[src/rtl/counter_mod_param.sv]
// Parametrised modulo-MODULUS up-counter with enable, synchronous clear, terminal-count flag
// and sticky done; one-shot or free-running. Optional load path under COUNTER_MOD_LOAD_EN.
module counter_mod_param #(
  parameter int unsigned WIDTH    = 3,
  parameter int unsigned MODULUS  = 5,
  parameter bit          ONE_SHOT = 1'b1
) (
  input  logic             clk,
  input  logic             rst,
  input  logic             sclr,
  input  logic             en,
`ifdef COUNTER_MOD_LOAD_EN
  input  logic             load,
  input  logic [WIDTH-1:0] load_val,
`endif
  output logic [WIDTH-1:0] out,
  output logic             tc,
  output logic             done
);

  localparam longint unsigned SPAN = 64'd1 << WIDTH;
  localparam logic [WIDTH-1:0] LAST = WIDTH'(MODULUS - 1);

  // Reject parameter sets that cannot hold the full count sequence.
  if (WIDTH < 1 || MODULUS < 2 || 64'(MODULUS) > SPAN) begin : g_param_err
    $error("counter_mod_param: illegal WIDTH/MODULUS combination");
  end

  logic [WIDTH-1:0] out_nxt;
  logic             done_nxt;
  logic             done_halt;
  logic             at_last;

  assign done_halt = ONE_SHOT && done;
  assign at_last   = (out == LAST);
  assign tc        = en && at_last && !done_halt;

  // Next-state: sclr > load > en > hold.
  always_comb begin
    out_nxt  = out;
    done_nxt = done;
    if (sclr) begin
      out_nxt  = '0;
      done_nxt = 1'b0;
    end
`ifdef COUNTER_MOD_LOAD_EN
    else if (load) begin
      out_nxt  = (load_val > LAST) ? LAST : load_val;
      done_nxt = 1'b0;
    end
`endif
    else if (en && !done_halt) begin
      if (at_last) begin
        out_nxt  = '0;
        done_nxt = 1'b1;
      end else begin
        out_nxt  = out + WIDTH'(1);
      end
    end
  end

  always_ff @(posedge clk or posedge rst) begin
    if (rst) begin
      out  <= '0;
      done <= 1'b0;
    end else begin
      out  <= out_nxt;
      done <= done_nxt;
    end
  end

endmodule

[config.mk]
export PLATFORM = sky130hd
export DESIGN_NAME = counter_mod_param
export DESIGN_NICKNAME = d
export VERILOG_FILES = /design/src/rtl/counter_mod_param.sv
export SDC_FILE = /design/constraint.sdc
export NUM_CORES = 1
export LEC_CHECK = 0
export BUFFER_PORTS_ARGS = -buffer_cell sky130_fd_sc_hd__clkbuf_2
export CAP_MARGIN = 40
export CORE_AREA = 2 2 39 41
export DETAILED_ROUTE_END_ITERATION = 12
export DIE_AREA = 0 0 41 43
export GPL_TIMING_DRIVEN = 0
export HOLD_SLACK_MARGIN = 0.12
export PLACE_DENSITY = 0.34
export SLEW_MARGIN = 20
export SYNTH_ARGS = -nofsm -noshare
export SYNTH_HDL_FRONTEND = slang
export SYNTH_SLANG_ARGS = --single-unit
[constraint.sdc]
create_clock -name clk -period 1.4 [get_ports clk]
set_input_delay 0 -clock clk [delete_from_list [all_inputs] [get_ports clk]]
set_output_delay 0 -clock clk [all_outputs]
set_load 0.03 [all_outputs]
* Word-level counts from Yosys, hierarchy flattened
Cells that the tools add are included.
** Storage, ports and cells
- Flip-flop bits (word level) :: 4
- Bits in latches :: 0
- Bits in writable memories :: 0
- Bits in read-only memories :: 0
- Input port bits :: 4
- Output and inout port bits :: 5
- Word-level logic and storage cells :: 17
- Memories :: 0
** Cells by class
- Add/sub/neg operators :: 1
- Multipliers :: 0
- Div/mod/pow operators :: 0
- $lt $le $gt $ge :: 0
- Equal/unequal tests :: 1
- Shift operators :: 0
- Multiplexer cells :: 6
- Bitwise operators :: 0
- Reduce and logical (&&, ||, !) cells :: 7
** Operators by type and width (count)
- two-way mux 3 bit :: 3
- nonzero test 2 bit :: 2
- adder 3 x 1 -> 3 bit, second input constant :: 1
- == test 3 bit, second input constant :: 1
- logical AND 1 bit :: 3
- two-way mux 1 bit :: 3
- AND reduction 2 bit :: 1
- zero test 1 bit :: 1

* Logic depth before layout (Yosys ltp)
- Depth in word-level cells :: 4
- Depth in mapped cells :: 5
- Gate-level depth less buffers :: 5

* Least setup slack after synthesis
No wires, ideal clock.
- Path kind :: register to output
- Start :: reg out[0]
- End :: out tc
- Data arrival time :: 1309 ps
- Path slack :: 91 ps
- Stages on the path, launching flop included :: 5
- Path buffers :: 0
- Path through :: dfrtp_1 -> inv_1 -> ha_1 -> nand2_1 -> nor2_1
** Between the ends
- Cells in the longest elaborated chain, start to end :: 3
** RTL lines
- start: declaration :: line 16 : output logic [WIDTH-1:0] out,
- start signal: assignment :: line 67 : out <= out_nxt;
- == test 3 bit :: line 35 : assign at_last = (out == LAST);
- logical AND 1 bit (2 in a row) :: line 36 : assign tc = en && at_last && !done_halt;
- end: declaration :: line 17 : output logic tc,
No other way between the ends.

* Worst setup path after layout
Ends and elaborated chain as after synthesis.

==> impl_metrics.yaml <==
run_status:
  status: "finished clean"
grt:
  grt_first_pass_wirelength_um: 841
  grt_max_degree: 6
  grt_usage_pct: 7.68
  grt_overflow: 0
  antenna_found_initial: 0
  first_global_vias: 230
floorplan:
  die_height_um: 43
  start_util_pct: 15.6
  die_w_um: 41
  dieArea_um2: 1760
  boundaryPins: 9
  placeableCoreArea_um2: 1380
  rows: 14
routing:
  postRouteAntennaNets: 0
  drt-initial-drc-count: 0
  firstDrtPassIters: 1
  wl_per_cell_um: 8.58
  via_per_inst: 3.80
  vias: 209
  drc: 0
  drt_wl_total_um: 472
synthesis:
  synth_area_per_cell_um2: 8.66
  synth_cells: 25
  synth_top_area_cell: "dfrtp_1"
  synth_edf_count: 0
  synth_common_cells: "4 x dfrtp_1, 3 x a21oi_1, 3 x inv_1, 3 x nand2_1, 3 x nor2_1"
  ys_seq_area_share_pct: 46.2
  synth_flop_cell: "dfrtp_1"
  yosys_register_bits: 4
  ys_types: 12
  yosys.area.top_type_share_pct: 46.2
  netlist_area_um2: 216
  synth.most_common_cell: "dfrtp_1"
  ys_warn_count: 0
  ys_async_sr_fraction_pct: 100
  syn_nets: 31
  synthTopCellsByArea: "dfrtp_1 46%, ha_1 12%, a21oi_1 6.9%"
sta:
  drv_slew: 0
  tightest_slew_ns: 0.172
  timing.setup.tns_ns: 0
  whs_ns: 0.174
  rsz0062_at_grt: "no"
  timing.final.hold_violations: 0
  setup_slack_ns: 0.0993
  fmax_ghz: 0.769
  clock-skew-final_ns: 0.000865
  period_minus_slack_ns: 1.30
  period_share_pct: 92.9
  setup_viol: 0
  slew_headroom_pct: 88.6
critical_path:
  critPathArrivalTime_ns: 1.30
  end_kind: "output port"
  path_class: "reg2out"
  start_kind: "register"
  worstPathMaxFanout: 4
  required_ns: 1.40
final_layout:
  syn_to_final_growth_pct: 54.3
  nets: 47
  fillers: 165
  drive_gt1_share_pct: 30.8
  regArea_um2: 100
  antenna_cells: 0
  multi_input_area_um2: 108
placed_design:
  placement.io_buffers: 8
  dp_slack_ns: 0.272
  place.gp.congestion: 0.618
  dp_hpwl_um: 402
flow_run:
  timing.max_cap.violations: 0
power_and_ir_drop:
  share_comb_of_total_power_pct: 16.0
  p_int_mw: 0.238
  leakage_nw: 0.166
  pwr-share-clk_pct: 44.0
  p_per_area_nw_per_um2: 937
  pwr-share-seq_pct: 40.0
  p_total_mw: 0.313
  ir_drop_uv: 241
  switching_power_mw: 0.0756
  switching_share_pct: 24.2
cts:
  clock_latency_ns: 0.23
  clockBufferDepth: 2
  clock_sinks: 4
  cts_buffers: 3
  cts_root_buf: "clkbuf_4"
  cts_tree: "done"
  clk_pin_slew_ns: 0.04
  htree_levels: 1
worst_hold_path:
  worst_hold_path_type: "in2async"
-- worst paths after layout --
path / startpoint / to / slack [ns] / cells after the start
min: rst / out[0]$_DFFE_PP0P_ / 0.17 / 3
max reg2reg: out[0]$_DFFE_PP0P_ / out[2]$_DFFE_PP0P_ / 0.31 / 5
max in group asynchronous: rst / done$_DFFE_PP0P_ / 1.08 / 3
max: out[0]$_DFFE_PP0P_ / tc / 0.1 / 5
min reg2reg: done$_DFFE_PP0P_ / done$_DFFE_PP0P_ / 0.55 / 2
min in group clk: sclr / out[1]$_DFFE_PP0P_ / 0.52 / 3
-- critical path, stage by stage, from the launching register on --
cell      delay [ns]
dfrtp_1         0.40
inv_1           0.09
ha_2            0.20
nand2_1         0.09
nor2_1          0.11
clkbuf_4        0.19
-- per-layer routing --
layer / vias to the layer above / global-route usage (%) / wire length [um]
met5: - / 0 / 0
li1: 111 / - / -
met4: 0 / 10.0 / 0
met1: 95 / 7.87 / 191
met3: 0 / 1.57 / 21
met2: 3 / 10.6 / 259
-- state kept, by name, summed over array words and instances, names as in the netlist --
| name | cells |
|---|---|
| done | 1 |
| out | 3 |
-- layout make-up --
cell class	count	area share [%]
multi-input cells	18	32.2
inverters	3	3.37
repair buffers	11	21.7
flip-flops and latches	4	30.0
well taps	16	5.99
clock buffers	3	6.74
-- placed cells by master, fill, tap and decap left out, drive strengths merged, types with 2 or more instances in the layout --
cell type	instances
inv	3
a21oi	3
ha	2
nor2	3
nand3	2
dfrtp	4
nand2	3
clkbuf	11
dlygate4sd3	3
-- power by group through the flow --
stage | clock network, mW | logic, mW | registers [mW]
finish | 0.138 | 0.0501 | 0.125
detailed placement | 0 | 0.0440 | 0.127
CTS | 0.147 | 0.0506 | 0.125
floorplan | 0 | 0.0197 | 0.135
global placement | 0 | 0.0429 | 0.126
global route | 0.147 | 0.0575 | 0.126
-- repair_timing --
item / 4_1_cts / 5_1_grt
hold buffers: 3 / 0
endpoints found under the setup margin: 0 / 1
buffers inserted: 0 / 0
endpoints found under the hold margin: 8 / 0
gates resized for setup: 0 / 3
-- kinds of logic (layout without fill, tap and decap cells) --
family / after synthesis / count (layout) / share of synthesized area [%]
AOI/OAI and AO/OA: 5 / 5 / 12.1
DFF: 4 / 4 / 46.2
and+or+nand+nor: 11 / 11 / 24.9
buffers and inverters: 3 / 17 / 5.20
adders and majority gates: 2 / 2 / 11.6
-- metrics by stage --
stage               cell area (um2)  util, %  std cells
CTS                             329     23.8         55
floorplan                       216        -         25
global placement                277     20.0         49
detailed placement              277     20.0         49
finish                          334     24.1         55
global route                    334     24.1         55
No activity file was read; power rests on OpenSTA's default activity.
